<file path="config.mk">
export PLATFORM = sky130hd
export DESIGN_NAME = instr_sequencer
export DESIGN_NICKNAME = d
export VERILOG_FILES = /design/src/rtl/instr_seq_pkg.sv /design/src/rtl/seq_mem.sv /design/src/rtl/instr_sequencer.sv
export SDC_FILE = /design/constraint.sdc
export NUM_CORES = 1
export LEC_CHECK = 0
export BUFFER_PORTS_ARGS = -buffer_cell sky130_fd_sc_hd__buf_2
export CORE_UTILIZATION = 45
export CTS_BUF_LIST = sky130_fd_sc_hd__clkbuf_4
export CTS_CLUSTER_DIAMETER = 30
export DETAILED_ROUTE_END_ITERATION = 16
export HOLD_SLACK_MARGIN = 0.06
export PLACE_DENSITY = 0.65
export SLEW_MARGIN = 20
export SYNTH_ARGS = -nofsm -noshare
export SYNTH_HDL_FRONTEND = slang
export SYNTH_SLANG_ARGS = --single-unit
export TNS_END_PERCENT = 1
</file>
<file path="constraint.sdc">
create_clock -name pad_clk -period 4.54 [get_ports pad_clk]
set_input_delay 0.681 -clock pad_clk [delete_from_list [all_inputs] [get_ports pad_clk]]
set_output_delay 0.681 -clock pad_clk [all_outputs]
set_load 0.1 [all_outputs]
</file>
<file path="src/rtl/instr_seq_pkg.sv">
// Shared constants and the state type for the instruction sequencer.
package instr_seq_pkg;
  localparam int unsigned DATA_W = 20;
  localparam int unsigned DEPTH  = 16;

  typedef enum logic {
    IDLE = 1'b0,
    RUN  = 1'b1
  } state_t;
endpackage

</file>
<file path="src/rtl/seq_mem.sv">
// Program buffer: register array with one synchronous write port and one
// asynchronous read port. Storage is deliberately not reset.
module seq_mem #(
  parameter int unsigned DEPTH  = instr_seq_pkg::DEPTH,
  parameter int unsigned DATA_W = instr_seq_pkg::DATA_W,
  parameter int unsigned ADDR_W = $clog2(DEPTH)
) (
  input  logic              clk,
  input  logic              we,
  input  logic [ADDR_W-1:0] waddr,
  input  logic [DATA_W-1:0] wdata,
  input  logic [ADDR_W-1:0] raddr,
  output logic [DATA_W-1:0] rdata
);
  logic [DATA_W-1:0] mem [DEPTH];

  always_ff @(posedge clk) begin
    if (we) mem[waddr] <= wdata;
  end

  assign rdata = mem[raddr];
endmodule

</file>
<file path="src/rtl/instr_sequencer.sv">
// Buffers a program written over a valid/ready port and replays it to the
// core one word per clock. Define SEQ_LOOP_EN to replay the program
// continuously until stop instead of a single pass.
module instr_sequencer #(
  parameter int unsigned DEPTH  = instr_seq_pkg::DEPTH,
  parameter int unsigned DATA_W = instr_seq_pkg::DATA_W,
  parameter int unsigned ADDR_W = $clog2(DEPTH)
) (
  input  logic              pad_clk,
  input  logic              pad_rst_n,
  input  logic              wr_valid,
  output logic              wr_ready,
  input  logic [DATA_W-1:0] wr_data,
  input  logic              clear,
  input  logic              start,
  input  logic              stop,
  output logic [DATA_W-1:0] instr_out,
  output logic              instr_valid,
  output logic              busy,
  output logic              done,
  output logic [ADDR_W:0]   level
);
  import instr_seq_pkg::*;

  localparam int unsigned LVL_W = ADDR_W + 1;

  state_t            state, state_nx;
  logic [LVL_W-1:0]  level_nx;
  logic [LVL_W-1:0]  rd_ptr, rd_ptr_nx;
  logic [ADDR_W-1:0] rd_addr;
  logic [DATA_W-1:0] rd_data;
  logic [DATA_W-1:0] instr_out_nx;
  logic              instr_valid_nx;
  logic              done_nx;
  logic              wr_en;

  // rd_ptr is one bit wider than the array so a full buffer can be compared
  // against level; any index past the end (start or wrap) reads entry 0.
  assign rd_addr = (state == RUN && rd_ptr != level) ? rd_ptr[ADDR_W-1:0] : '0;

  assign wr_ready = (state == IDLE) && !start && !clear && (level < LVL_W'(DEPTH));

  seq_mem #(
    .DEPTH  (DEPTH),
    .DATA_W (DATA_W),
    .ADDR_W (ADDR_W)
  ) u_mem (
    .clk   (pad_clk),
    .we    (wr_en),
    .waddr (level[ADDR_W-1:0]),
    .wdata (wr_data),
    .raddr (rd_addr),
    .rdata (rd_data)
  );

  always_comb begin
    state_nx       = state;
    level_nx       = level;
    rd_ptr_nx      = rd_ptr;
    instr_out_nx   = '0;
    instr_valid_nx = 1'b0;
    done_nx        = 1'b0;
    wr_en          = 1'b0;
    case (state)
      IDLE: begin
        if (clear) begin
          level_nx = '0;
        end else if (start && level != '0) begin
          state_nx       = RUN;
          instr_out_nx   = rd_data;
          instr_valid_nx = 1'b1;
          rd_ptr_nx      = LVL_W'(1);
        end else if (wr_valid && wr_ready) begin
          wr_en    = 1'b1;
          level_nx = level + LVL_W'(1);
        end
      end
      RUN: begin
        if (stop) begin
          state_nx  = IDLE;
          done_nx   = 1'b1;
          rd_ptr_nx = '0;
        end else if (rd_ptr == level) begin
`ifdef SEQ_LOOP_EN
          instr_out_nx   = rd_data;
          instr_valid_nx = 1'b1;
          rd_ptr_nx      = LVL_W'(1);
`else
          state_nx  = IDLE;
          done_nx   = 1'b1;
          rd_ptr_nx = '0;
`endif
        end else begin
          instr_out_nx   = rd_data;
          instr_valid_nx = 1'b1;
          rd_ptr_nx      = rd_ptr + LVL_W'(1);
        end
      end
      default: begin
        state_nx  = IDLE;
        rd_ptr_nx = '0;
      end
    endcase
  end

  always_ff @(posedge pad_clk or negedge pad_rst_n) begin
    if (!pad_rst_n) begin
      state       <= IDLE;
      level       <= '0;
      rd_ptr      <= '0;
      instr_out   <= '0;
      instr_valid <= 1'b0;
      busy        <= 1'b0;
      done        <= 1'b0;
    end else begin
      state       <= state_nx;
      level       <= level_nx;
      rd_ptr      <= rd_ptr_nx;
      instr_out   <= instr_out_nx;
      instr_valid <= instr_valid_nx;
      busy        <= (state_nx == RUN);
      done        <= done_nx;
    end
  end
endmodule
</file>
Word-level counts from Yosys, hierarchy flattened
Memories as Yosys holds them, arrays and structs flattened.
Index checks and enable logic that the tools add are counted.
- bits in registers: 32
- memory bits (writable): 320
- bits of input ports: 26
- output and inout bits: 29
- word-level logic and storage cells: 55
- memories: 1
- add/sub/neg operators: 2
- order comparisons: 1
- eq/ne operators: 5
- mux-type cells: 28
- bitwise operators: 1
- reduce and logical (&&, ||, !) cells: 12
- memory list (memory ; depth ; width ; rd ports ; clocked after Yosys merged registers in ; write ports ; line ; text):
    u_mem.mem ; 16 ; 20 ; 1 ; 0 ; 1 ; seq_mem.sv:15 ; logic [DATA_W-1:0] mem [DEPTH];
- operators by type and width (operator ; number):
    2-to-1 mux 20 bit ; 4
    case mux 20 bit (2 select lines) ; 1
    2-to-1 mux 5 bit ; 7
    2-to-1 mux 1 bit ; 13
    adder 5 x 1 -> 5 bit, second input constant ; 2
    case mux 5 bit (2 select lines) ; 1
    logical AND 1 bit ; 6
    == test 5 bit ; 1
    < comparator 5 bit, second input constant ; 1
    != test 5 bit ; 1
    nonzero test 5 bit ; 1
    2-to-1 mux 4 bit ; 1
    != test 2 bit, second input constant ; 2
    AND reduction 3 bit ; 1
    logical NOT 1 bit ; 2
    != test 2 x 1 -> 1 bit, second input constant ; 1
    case mux 1 bit (2 select lines) ; 1
    AND reduction 2 bit ; 1
    nonzero test 2 bit ; 1
    NOT 1 bit ; 1

Depth between registers and ports, before layout
Gate-level depths: netlist of the first run.
- word-level depth: 11
- mapped depth: 8
- gate-level depth less buffers: 7

Modules after synthesis
Synthesis of the first run repeated with hierarchy kept, for this count alone.
- cells, all modules: 633
- area, all modules: 13629.3 um^2
- by module, submodules not included (module ; instances ; cells each ; area each (um^2) ; seq. area each (um^2)):
    seq_mem ; 1 ; 513 ; 12130.4 ; 9609.2
    instr_sequencer ; 1 ; 120 ; 1498.9 ; 800.8

Least setup slack after synthesis of the first run
Ideal clock, no wire load.
- path kind: flip-flop to flip-flop
- from: register level[4]
- to: memory u_mem.mem[3][0], enable pin
- setup time: 422 ps
- arrival time: 5899 ps
- data required time: 4118 ps
- path slack: -1781 ps
- cell stages (with the launch flop): 6
- buffers on the path: 1
- period minus slack after synthesis: 6321 ps
- cells stage by stage: dfrtp_1 nor4_1 and2_1 buf_2 nand2_1 nor3_1
- word-level cells in the longest chain between the ends: 9
- elaborated cells between the ends (all ways): 11
- those cells by class: order compare (1); mux (6); reduce/logical (4)
- RTL lines (what ; line ; text):
    from (decl) ; instr_sequencer.sv:21 ; output logic [ADDR_W:0] level
    from (signal assigned) ; instr_sequencer.sv:117 ; level <= level_nx;
    < comparator 5 bit ; instr_sequencer.sv:41 ; assign wr_ready = (state == IDLE) && !start && !clear && (level < LVL_W'(DEPTH));
    logical AND 1 bit ; instr_sequencer.sv:41 ;
    via wr_ready ; instr_sequencer.sv:12 ; output logic wr_ready,
    logical AND 1 bit ; instr_sequencer.sv:73 ; end else if (wr_valid && wr_ready) begin
    2-to-1 mux 1 bit ; instr_sequencer.sv:73 ;
    2-to-1 mux 1 bit ; instr_sequencer.sv:68 ; end else if (start && level != '0) begin
    2-to-1 mux 1 bit ; instr_sequencer.sv:66 ; if (clear) begin
    2-to-1 mux 1 bit ; instr_sequencer.sv:64 ; case (state)
    2-to-1 mux 1 bit ; seq_mem.sv:18 ; if (we) mem[waddr] <= wdata;
    2-to-1 mux 1 bit (not written as such) ; seq_mem.sv:18 ;
    to (decl) ; seq_mem.sv:15 ;
The timed path passes the listed nets, and every way through them passes these cells.

Final worst setup path of the first run
- from: register state
- to: memory u_mem.mem[10][7], enable pin
- word-level cells in the longest chain between the ends: 11
- RTL lines (what ; line ; text):
    from (decl) ; instr_sequencer.sv:27 ; state_t state, state_nx;
    from (signal assigned) ; instr_sequencer.sv:116 ; state <= state_nx;
    NOT 1 bit (no source line) ; n/a ;
    logical AND 1 bit (3 in series) ; instr_sequencer.sv:41 ;
    logical AND 1 bit ; instr_sequencer.sv:73 ;
    2-to-1 mux 1 bit ; instr_sequencer.sv:73 ;
    2-to-1 mux 1 bit ; instr_sequencer.sv:68 ;
    2-to-1 mux 1 bit ; instr_sequencer.sv:66 ;
    2-to-1 mux 1 bit (*) ; instr_sequencer.sv:64 ;
    2-to-1 mux 1 bit (*) ; seq_mem.sv:18 ;
    2-to-1 mux 1 bit (not written as such) (*) ; seq_mem.sv:18 ;
Every way passes the cells marked *; elsewhere a longest branch is shown, timed or not.

==> summary by stage, run 1 <==
Run status
The flow ran to the end, and the final reports show no timing, DRC or antenna violations.

Synthesis
Of the synthesized area, sequential elements account for 72.1%. The number of distinct library cell variants in the gate-level netlist after synthesis is 47. In the synthesized netlist the dominant register cell turns out to be edfxtp_1.

The netlist area before placement is 14,400 sq um. The post-synthesis area per instance is 15.5 sq um. After synthesis the netlist holds a flip-flop and latch count of 352.

Sorting the synthesized cells by area gives the leading types as edfxtp_1, dfrtp_1, mux2i_1. The proportion of register bits with asynchronous set or reset after synthesis is 9.09%. edfxtp_1 is the most common cell in the netlist.

After synthesis, the largest area contributor takes up 66.5% of total cell area. When the netlist entered floorplanning its net count stood at 962. The number of standard cells after synthesis is 931. The synthesized design contains 320 enable-type register cells. By count the netlist is led by edfxtp_1, mux2i_1, o22ai_1, nor2_1, nand2_1. The number of warning messages in the yosys log is 0. The cell accounting for the most synthesized area is edfxtp_1.

Run
Across the run, the number of max-cap violations was 0.

Global routing
The met3 usage is 4.76%. The overall track demand over capacity in global routing is 22.5%. Entering global routing, the biggest net connects 83 pins. For this run, global-route usage on met1 was measured as 29.7%.

The peak-usage layer in the global routing report is met2. Global routing consumed, on the met2 layer, 36.3% of the routing resources. The via count of the first global-routing pass is 8,891. The initial antenna violation count is 1. The first global-routing pass estimated 54,300 um of wire.

The residual overflow from global routing is 0.

Power and ir drop
The analysis attributes to net switching a power of 2260 uW. Across the VDD grid, the largest voltage drop is 0.245 mV. Of the total power, the clock network draws 37.3%. The switching share of power is 28.2%. Per report_power, the sequential group accounts for 46.5% of the total. The internal cell power is 5750 uW.

In this run the static leakage power is 0.00579 uW. The power density of the placed cells is 485 nW/um^2. The combinational power share is 16.2%.

Critical path
The endpoint of the worst setup timing path is u_mem.mem[10][7]. The critical path runs through a total of 5 cells. The cell family contributing the most delay on the critical path is simple AND/OR/NAND/NOR gates. On the worst path, the slowest cell contributes a delay of 0.72 ns. The worst reg2reg path startpoint is state. Counting cells, the worst reg-to-reg path comes to 5. The worst register-to-register path ends at u_mem.mem[10][7]. The cell type of the slowest stage on the worst timing path is nor2_2. For the worst setup path, the data arrival time is 3.23 ns. In this run the worst path has a maximum fanout of 13. The worst setup path is launched from a register.

STA classifies the critical path endpoint as a register. The count of buffer and inverter cells on the critical path is 1. Walking the worst path, the cells encountered are nor4_4 > and2_1 > nand2_1 > nor2_2 > buf_4. The reg2reg setup slack is 1.68 ns.

STA puts the critical path data required time at 4.91 ns. The category of the critical setup timing path is register to register. The launch point of the critical path is state.

Final layout
After the last flow step, the layout net total stands at 1,069. The finished cells cover 16,500 sq um. The share of cells above drive strength 1 is 26.9%. The area growth from synthesis to layout is 14.3%. The number of fill cells is 2,624.

At the end of the flow the core is filled with cells to 52.3%.

Route
The detail-routed via count per cell is 5.88. The average detailed-routed wire length per instance is 24.2 um. The final routed wirelength across all metal layers is 36,600 um. The detail route stage leaves a number of antenna-violating nets equal to 0. The via count is 8,883.

The post-detailed-route DRC marker count is 0. Before antenna repair, the detailed router went through 5 iterations. The first routing iteration left 722 violations.

Clocking
Counting the buffers created by CTS gives 92. Once the clock tree was built, the resizer swapped 0 gates to a different size. The number of setup buffers added after CTS is 0. The number of H-tree branching levels is 3. CTS placed an instance of clkbuf_4 at the clock tree root. The longest clock path from root to sink contains 3 buffers. The hold buffer count at cts is 1. The number of clock sinks is 352. The later-pin clock latency in the skew report is 0.73 ns.

The clock slew at the register clock pins of the worst setup and hold paths is 0.07 ns. TritonCTS built the clock tree.

STA
Setup repair after global routing left no endpoint under its margin. The relative slew slack is 32.8%. The clock tree skew after final layout is 0.0512 ns. The post-layout minimum cycle time is 2.86 ns. The worst path meets setup with 1.68 ns of slack. The final setup TNS is 0 ns. The share of the cycle needed by the critical path after routing is 63.0%. On the final layout, the worst hold slack is 0.239 ns. Static timing analysis puts the maximum clock frequency at 0.350 GHz. The number of max-slew violations in the final report is 0. For the pin with the worst max-slew slack, the measured transition is 1.01 ns.

The final-report hold violation count is 0. The final count of negative-setup-slack endpoints is 0.

Die
The placement row count is 65. The floorplan die height is 181 um. The number of I/O pins is 55. The area of the placeable core is 31,600 sq um. The die is 181 um wide.

The die footprint is 32,800 sq um. The starting density of the core is 45.8%.

Placed design
After legalization and detailed placement, the total HPWL measured 20,700 um. Prior to clock tree synthesis, the placed netlist has a worst setup slack of 1.49 ns. The placed instances occupy a cell area of 15,200 sq um. The routability congestion estimate from global placement is 0.798.

Buffers placed on the I/O ports in this run total 54.

Hold path
The worst min-delay path class is input pin to register.
## registers in the layout (all words and copies together) (netlist names)
| signal | cells |
|---|---|
| instr_out | 20 |
| done | 1 |
| rd_ptr | 5 |
| state | 1 |
| u_mem.mem | 320 |
| level | 5 |
## routing by layer
metal	vias to the layer above	share of wire, %
met1	4485	41
met5	-	0
li1	3988	-
met2	343	49
met3	67	6.8
met4	0	2.5
## cells by family (layout without fill, tap and decap cells)
group                    Yosys count  in the layout  synth area share [%]
AO/OA/AOI/OAI                    260            260                  14.5
XOR/XNOR                           7              7                 0.529
adder cells (fa/ha/maj)            5              5                 0.433
buffers and inverters             81            259                  2.80
flip-flops                       352            352                  72.1
multiplexers                      63             63                  4.38
other                              0              1                     0
AND/OR/NAND/NOR                  163            163                  5.31
## cell usage in the layout (no fill, tap or decap), types with 3 or more instances in the layout
master / synthesis / routed
nor2b_1: 40 / 40
dfrtp_4: 0 / 3
clkbuf_4: 0 / 145
edfxtp_1: 320 / 320
a21oi_1: 25 / 24
a221oi_2: 20 / 20
mux2i_1: 62 / 62
o31a_1: 20 / 20
clkinv_1: 0 / 8
dfrtp_1: 32 / 29
o21ai_0: 4 / 4
a22o_1: 4 / 4
clkinv_2: 0 / 7
buf_4: 6 / 32
buf_2: 20 / 54
nor2_1: 55 / 43
nor2_2: 1 / 13
o22ai_1: 60 / 60
bufinv_16: 0 / 5
xor2_1: 3 / 3
a32oi_1: 20 / 20
ha_1: 5 / 5
a21o_1: 20 / 20
nand2b_1: 3 / 3
o221ai_1: 20 / 20
a211oi_1: 40 / 40
nand2_1: 50 / 49
nor3_2: 0 / 4
o22a_1: 20 / 20
inv_1: 5 / 5
## metrics by stage
step / power, uW / instances
after floorplan: 4720 / 931
after global placement: 5060 / 1344
after detailed placement: 5080 / 1345
after CTS: 8060 / 1511
after global routing: 8320 / 1512
final: 8010 / 1512
## final cells by class
type	instances	area [sq um]	share of cell area (%)
Timing Repair Buffer	88	548	3.32
Tap cell	402	503	3.05
Multi-Input combinational cell	498	3710	22.5
Inverter	6	22.5	0.136
Antenna cell	1	2.50	0.0152
Sequential cell	352	10400	63.1
Clock buffer	145	1090	6.59
Clock inverter	20	215	1.30
## how the worst min path moves through the flow
stage               slack, ns      start  depth (start not counted)        end
finish                   0.24       stop                          2  rd_ptr[0]
global route             0.19       stop                          2  rd_ptr[0]
CTS                      0.17       stop                          2  rd_ptr[0]
detailed placement       0.57  rd_ptr[4]                          1  rd_ptr[4]
global placement         0.57  rd_ptr[4]                          1  rd_ptr[4]
floorplan                0.39  pad_rst_n                          0       done
## power groups by stage
| stage | combinational (uW) | sequential [uW] | clock, uW |
|---|---|---|---|
| global placement | 1270 | 3800 | 0 |
| detailed placement | 1290 | 3790 | 0 |
| finish | 1300 | 3730 | 2990 |
| global route | 1390 | 3730 | 3210 |
| floorplan | 965 | 3760 | 0 |
| CTS | 1290 | 3720 | 3040 |
## worst register-to-register path, stage by stage (launching register included)
cell	delay, ns
dfrtp_1	0.51
nor4_4	0.31
and2_1	0.34
nand2_1	0.21
nor2_2	0.72
buf_4	0.40
(Power assumes the default switching activity.)
==> run 2, diff against run 1 <==
==> constraint.sdc (replaced) <==
create_clock -name pad_clk -period 2.66 [get_ports pad_clk]
set_input_delay 0.399 -clock pad_clk [delete_from_list [all_inputs] [get_ports pad_clk]]
set_output_delay 0.399 -clock pad_clk [all_outputs]
set_load 0.1 [all_outputs]
==> run 2 against run 1 <==
Flip-flop and latch count is the same. Core utilization up 1.7 points. Die area unchanged. Clock-buffer cell count fell by 4. Global-route usage fell by 0.48 points. Clock power grew 59%. Via count about the same. Critical path type is now register to output port. Critical endpoint is now wr_ready. Largest power group unchanged.
==> summary by stage, run 2 (synthesis results as in run 1) <==
Run status
The run finished with clean final reports.

Critical path
The largest incremental delay on the critical path is 0.54 ns (-0.18 ns). Walking the worst path, the cells encountered are nor4_4 > buf_2. The cell type of the slowest stage on the worst timing path is dfrtp_4.

The reg2reg setup slack is 0.43 ns (-1.25 ns). The worst reg2reg path startpoint is state. The count of buffer and inverter cells on the critical path was 1 (unchanged). The endpoint arrival time on the critical path is 2.00 ns (-1.23 ns). The worst-case reg-to-reg path depth came to 5 (unchanged).

The data required time at the worst endpoint is 2.26 ns (-2.65 ns). The biggest fanout along the worst timing path is 10 (-3). The nature of the critical path endpoint is an output port. The reg-to-reg critical path endpoint is u_mem.mem[12][9].

The family with the most delay on the worst path is flip-flops. The worst setup path is launched from a register. The critical path in this run is classified as register to output port.

Placed design
The count of input and output buffers is 54 (unchanged). The placed cell area is 15,600 sq um (+2.8%). The placement-stage worst setup slack is 0.432 ns (-1.05 ns).

The routability congestion estimate from global placement is 0.829 (+4.0%). The half-perimeter wire length of the detailed placement result is 21,100 um (+2.1%).

Final layout
The area growth from synthesis to layout is 18.1%. The largest registers in the layout are u_mem.mem x320, instr_out x20. Leaving out fill and tap cells, the most frequent cells in the layout are edfxtp_1, clkbuf_4, mux2i_1.

The flip-flop count of the largest register after layout was 320 (unchanged). The most frequent standard cell in the layout excluding fill and tap cells is edfxtp_1. The share of cells above drive strength 1 is 27.8% (+0.92 points). The largest register by flop count is u_mem.mem. The final standard cell area without fillers was 17,100 sq um (+3.3%). The total number of nets in the final design came to 1,111 (+3.9%).

Global routing
The residual overflow from global routing is 0 (unchanged). The maximum number of pins on one net before global-route repair is 90 (+8.4%). The via count of the first global-routing pass is 9,005 (+1.3%). The global-route wire length before repair came to 54,000 um (-0.52%). The initial antenna violation count is 1 (unchanged). The overall track demand over capacity in global routing is 22.0% (-0.48 points).

Power and ir drop
The relative contribution of sequential cells to total power came to 45.7% (-0.8 points). The reported leakage power is 0.00598 uW (+3.3%). The internal cell power is 9580 uW (+67%). The peak supply drop is 0.348 mV (+42%).

The net switching power of the design came to 3870 uW (+71%). The share of total power in the clock network came to 35.3% (-2.0 points). The combinational power share is 18.9% (+2.7 points).

The power density of the placed cells is 789 nW/um^2 (+63%). The switching share of power is 28.8% (+0.56 points).

Clocking
The maximum buffer depth of the clock tree came to 3 (unchanged). The later-pin clock latency in the skew report is 0.71 ns (-0.02 ns). The number of clock sinks is 352 (unchanged). The number of H-tree branching levels is 3 (unchanged). The number of gates resized after CTS is 0 (unchanged). The CTS buffer count is 92 (unchanged). The clock slew at the register clock pins of the worst setup and hold paths was 0.07 ns (about the same).

The clock root buffer master is clkbuf_4. The TritonCTS clock tree is done.

Hold path
The startpoint identified for the worst hold timing path is wr_data[12]. The worst hold path terminates at u_mem.mem[6][12]. The worst min-delay path class is input pin to register.

The number of cells on the worst hold path is 1 (-1).

Die
The area of the placeable core is 31,600 sq um (unchanged). The placement row count is 65 (unchanged). The width of the die is 181 um (unchanged). The number of I/O pins was 55 (unchanged). The starting density of the core is 45.8% (unchanged). The die footprint is 32,800 sq um (unchanged). The floorplan die height is 181 um (unchanged).

STA
The final count of negative-setup-slack endpoints was 0 (unchanged). The highest attainable clock frequency is 0.416 GHz. The relative slew slack is 44.3% (+11 points). The final setup slack of the worst path came to 0.258 ns (-1.42 ns). The final-report hold violation count is 0 (unchanged). The transition at the pin with the smallest max-transition slack is 0.835 ns (-0.170 ns). The share of the cycle needed by the critical path after routing is 90.3%. The clock tree skew after final layout came to 0.0447 ns (-0.00644 ns). After layout, the minimum clock period comes to 2.40 ns.

The number of max-slew violations in the final report is 0 (unchanged). Setup repair after global routing left no endpoint under its margin.

Route
The remaining antenna violation count is 0 (unchanged). The via count is 8,879 (-0.045%). The number of DRC markers after the initial detailed-route iteration came to 666 (-7.8%). The post-detailed-route DRC marker count is 0 (unchanged).

The detail-routed via count per cell is 5.72 (-2.6%). The average detailed-routed wire length per instance was 22.7 um (-6.0%). The final routed wirelength across all metal layers is 35,300 um (-3.6%). The first-pass iteration count of the detailed router came to 5 (unchanged).

Run
The total of max-cap violations is 0 (unchanged).
## run 2: changes by cell type in the layout (fill, tap and decap cells not counted), moves of 9 or more
cell / delta
buf_12: +13
buf_4: +9
dlygate4sd3_1: +21
nor2_2: -12
nor2_4: +12
## run 2: cell type report
class	count	area (sq um)
sequential	352	10400
antenna	1	2.50
clock inverter	21	163
multi-input combinational	498	3820
tap	402	503
inverter	6	22.5
fill	2584	14500
timing repair buffer	130	1060
clock buffer	141	1060
## run 2: worst register-to-register path, stage by stage (launching register included)
cell	delay, ns
dfrtp_4	0.54
nor4_4	0.29
and2_1	0.44
nand2_4	0.17
nor2_4	0.15
buf_4	0.27
## run 2: stage by stage
stage	hold slack [ns]	total power, uW	std cells	utilization, %	TNS (ns)
2_1_floorplan	0.103	8070	931	-	-134.85
3_3_place_gp	0.535	8750	1366	49.5	0
4_1_cts	0.0772	13600	1550	54.0	0
3_5_place_dp	0.549	8780	1366	49.5	0
5_1_grt	0.0965	14100	1551	54.0	0
6_report	0.156	13500	1551	54.0	0
## run 2: worst max-delay path by stage
stage,startpoint,end,slack (ns),cells past startpoint
floorplan,state,u_mem.mem[3][0],-0.61,5
global placement,state,instr_out[14],0.48,6
detailed placement,rd_ptr[2],instr_out[7],0.43,7
CTS,state,wr_ready,0.20,2
global route,state,wr_ready,0.17,2
finish,state,wr_ready,0.26,2
## run 2: timing repair
item | in CTS | in global routing
endpoints found under the hold margin | 247 | 0
hold buffers | 22 | 0
buffers inserted | 0 | 0
## run 2: power by group through the flow
| stage | logic [uW] | clock network [uW] | registers (uW) |
|---|---|---|---|
| 4_1_cts | 2540 | 4890 | 6150 |
| 5_1_grt | 2740 | 5210 | 6150 |
| 6_report | 2550 | 4760 | 6150 |
| 3_3_place_gp | 2490 | 0 | 6260 |
| 3_5_place_dp | 2510 | 0 | 6270 |
| 2_1_floorplan | 1660 | 0 | 6410 |
## run 2: metal layers
metal | vias to the layer above | share of wire (%) | track usage, %
met5 | - | 0 | 0
met4 | 0 | 2.5 | 9.05
li1 | 4081 | - | -
met2 | 325 | 48 | 35.3
met1 | 4417 | 42 | 29.2
met3 | 56 | 7.0 | 4.72
==> run 3, diff against run 2 <==
--- a/config.mk
+++ b/config.mk
@@ -11,6 +11,7 @@
 export CTS_CLUSTER_DIAMETER = 30
 export DETAILED_ROUTE_END_ITERATION = 16
 export HOLD_SLACK_MARGIN = 0.06
+export MAX_ROUTING_LAYER = met4
 export PLACE_DENSITY = 0.65
 export SLEW_MARGIN = 20
 export SYNTH_ARGS = -nofsm -noshare
==> run 3 against run 2 <==
Core utilization is the same. Critical path depth is the same. Register-to-register slack is essentially flat. First-iteration DRC count grew 5.3%. Flip-flop and latch count is the same. Sequential power is essentially flat. Via count grew 0.46%. Power is essentially flat. Clock skew is essentially flat. Cell count is the same. Highest routed layer unchanged.
==> summary by stage, run 3 (synthesis results as in run 1) <==
Run status
The flow ran to the end, and the final reports show no timing, DRC or antenna violations.

Route
The first-pass iteration count of the detailed router is 5 (unchanged). The detail-routed via count per cell is 5.75 (+0.46%). The remaining antenna violation count is 0 (unchanged). The post-detailed-route DRC marker count came to 0 (unchanged).

The via count is 8,920 (+0.46%). The final routed wirelength across all metal layers is 35,200 um (about the same). The number of DRC markers after the initial detailed-route iteration is 701 (+5.3%).

The average detailed-routed wire length per instance was 22.7 um (about the same).

Final layout
The utilization of the core after routing is 54.0% (unchanged). The most frequent standard cell in the layout excluding fill and tap cells is edfxtp_1. The number of fill cells is 2,584 (unchanged).

The post-route non-filler standard cell count is 1,551 (unchanged). Counting flops per register, the top entry is u_mem.mem. The area growth from synthesis to layout is 18.1% (unchanged). The share of cells above drive strength 1 was 27.8% (unchanged). The final standard cell area without fillers came to 17,100 sq um (unchanged). The largest registers in the layout are u_mem.mem x320, instr_out x20.

Leaving out fill and tap cells, the most frequent cells in the layout are edfxtp_1, clkbuf_4, mux2i_1. The total number of nets in the final design is 1,111 (unchanged). The flip-flop count of the largest register after layout is 320 (unchanged).

Die
The width of the die came to 181 um (unchanged). The floorplan die height is 181 um (unchanged). The starting density of the core is 45.8% (unchanged). The number of I/O pins was 55 (unchanged). The die footprint is 32,800 sq um (unchanged). The area of the placeable core came to 31,600 sq um (unchanged). The placement row count was 65 (unchanged).

STA
The number of max-slew violations in the final report came to 0 (unchanged). The relative slew slack was 43.9% (-0.45 points). The share of the cycle needed by the critical path after routing is 90.6% (+0.35 points). The post-layout minimum cycle time came to 2.41 ns (+0.00937 ns).

The final count of negative-setup-slack endpoints is 0 (unchanged). Setup repair after global routing left no endpoint under its margin. The final setup TNS is 0 ns (unchanged). The highest attainable clock frequency was 0.415 GHz (-0.39%). The transition at the pin with the smallest max-transition slack is 0.842 ns (+0.00672 ns). The clock tree skew after final layout is 0.0448 ns (+0.0000631 ns). The final-report hold violation count is 0 (unchanged).

Critical path
The largest incremental delay on the critical path is 0.54 ns (about the same). The critical path goes through nor4_4 > buf_2. The biggest fanout along the worst timing path came to 10 (unchanged).

The endpoint arrival time on the critical path came to 2.01 ns (about the same). The category of the critical setup timing path is register to output port. The data required time at the worst endpoint came to 2.26 ns (about the same).

The slowest stage of the critical path is the dfrtp_4 cell. STA classifies the critical path startpoint as a register. The nature of the critical path endpoint is an output port.

Clocking
The clock slew at the register clock pins of the worst setup and hold paths is 0.07 ns (about the same). The later-pin clock latency in the skew report was 0.71 ns (about the same). The CTS buffer count is 92 (unchanged).

The number of H-tree branching levels was 3 (unchanged). The TritonCTS clock tree is done. The number of gates resized after CTS was 0 (unchanged). The root buffer cell chosen for the clock tree is clkbuf_4. The maximum buffer depth of the clock tree came to 3 (unchanged). The number of clock sinks is 352 (unchanged). The number of setup buffers added after CTS is 0 (unchanged).

Global routing
The initial antenna violation count is 1 (unchanged). The met1 track demand over resource is 29.4% (+0.12 points). The overall track demand over capacity in global routing is 22.7% (+0.69 points). The residual overflow from global routing is 0 (unchanged). The maximum number of pins on one net before global-route repair is 90 (unchanged). The global-route track usage on met2 is 35.2% (-0.077 points). The peak-usage layer in the global routing report is met2. The met3 usage is 4.68% (-0.040 points). The global-route wire length before repair is 54,000 um (about the same). The via count of the first global-routing pass came to 8,980 (-0.28%).

Power and ir drop
The reported leakage power is 0.00598 uW (unchanged). The peak supply drop is 0.351 mV (+0.75%). The power density of the placed cells came to 789 nW/um^2 (about the same).

Placed design
The routability congestion estimate from global placement is 0.842 (+1.6%). The cell count after placement came to 1,366 (unchanged). The half-perimeter wire length of the detailed placement result is 21,100 um (unchanged). The count of input and output buffers is 54 (unchanged). The placed cell area is 15,600 sq um (unchanged).

Run
The total of max-cap violations is 0 (unchanged).

Hold path
The path class of the tightest hold or removal check is input pin to register.
[run 3: path summary, 6_finish.rpt]
check,start,to,slack [ns],cells past startpoint
setup reg to reg,state,u_mem.mem[12][9],0.42,5
hold reg to reg,rd_ptr[4],rd_ptr[4],0.61,1
setup / recovery,state,wr_ready,0.25,2
min in group asynchronous,pad_rst_n,instr_out[6],0.33,2
max in group asynchronous,pad_rst_n,rd_ptr[2],1.70,2
hold / removal,wr_data[12],u_mem.mem[6][12],0.15,1
[run 3: critical path: cells and delay by family, from the launching register on]
family	cells	cell delay, ns
DFF	1	0.54
buffers and inverters	1	0.48
and+or+nand+nor	1	0.29
[run 3: where the power goes]
part           switching, uW  total [uW]  leakage [uW]  internal, uW
clock network           2140        4760      0.000723          2620
registers               49.3        6150       0.00331          6100
logic                   1690        2550       0.00194           865
total                   3870       13500       0.00598          9580
[run 3: timing repair]
action                                  in CTS  in global routing
endpoints found under the setup margin       0                  0
endpoints found under the hold margin      247                  0
hold buffers                                22                  0
[run 3: per-stage QoR]
stage	power [uW]	worst slack, ns	hold WS [ns]
finish	13500	0.249	0.152
CTS	13600	0.203	0.0772
floorplan	8070	-0.612	0.103
global placement	8750	0.483	0.535
detailed placement	8780	0.432	0.549
global route	14100	0.171	0.0966
[run 3: area by class of cell]
type / instances / area, sq um / area share (%)
Sequential cell: 352 / 10400 / 61.1
Multi-Input combinational cell: 498 / 3820 / 22.4
Clock buffer: 141 / 1060 / 6.21
Timing Repair Buffer: 130 / 1060 / 6.21
Tap cell: 402 / 503 / 2.95
Clock inverter: 21 / 163 / 0.954
Inverter: 6 / 22.5 / 0.132
Antenna cell: 1 / 2.50 / 0.0147
[run 3: per-layer routing]
metal,share of wire (%),up-vias
met5,0,-
met2,48,351
met3,7.1,58
met1,43,4433
li1,-,4078
met4,2.4,0
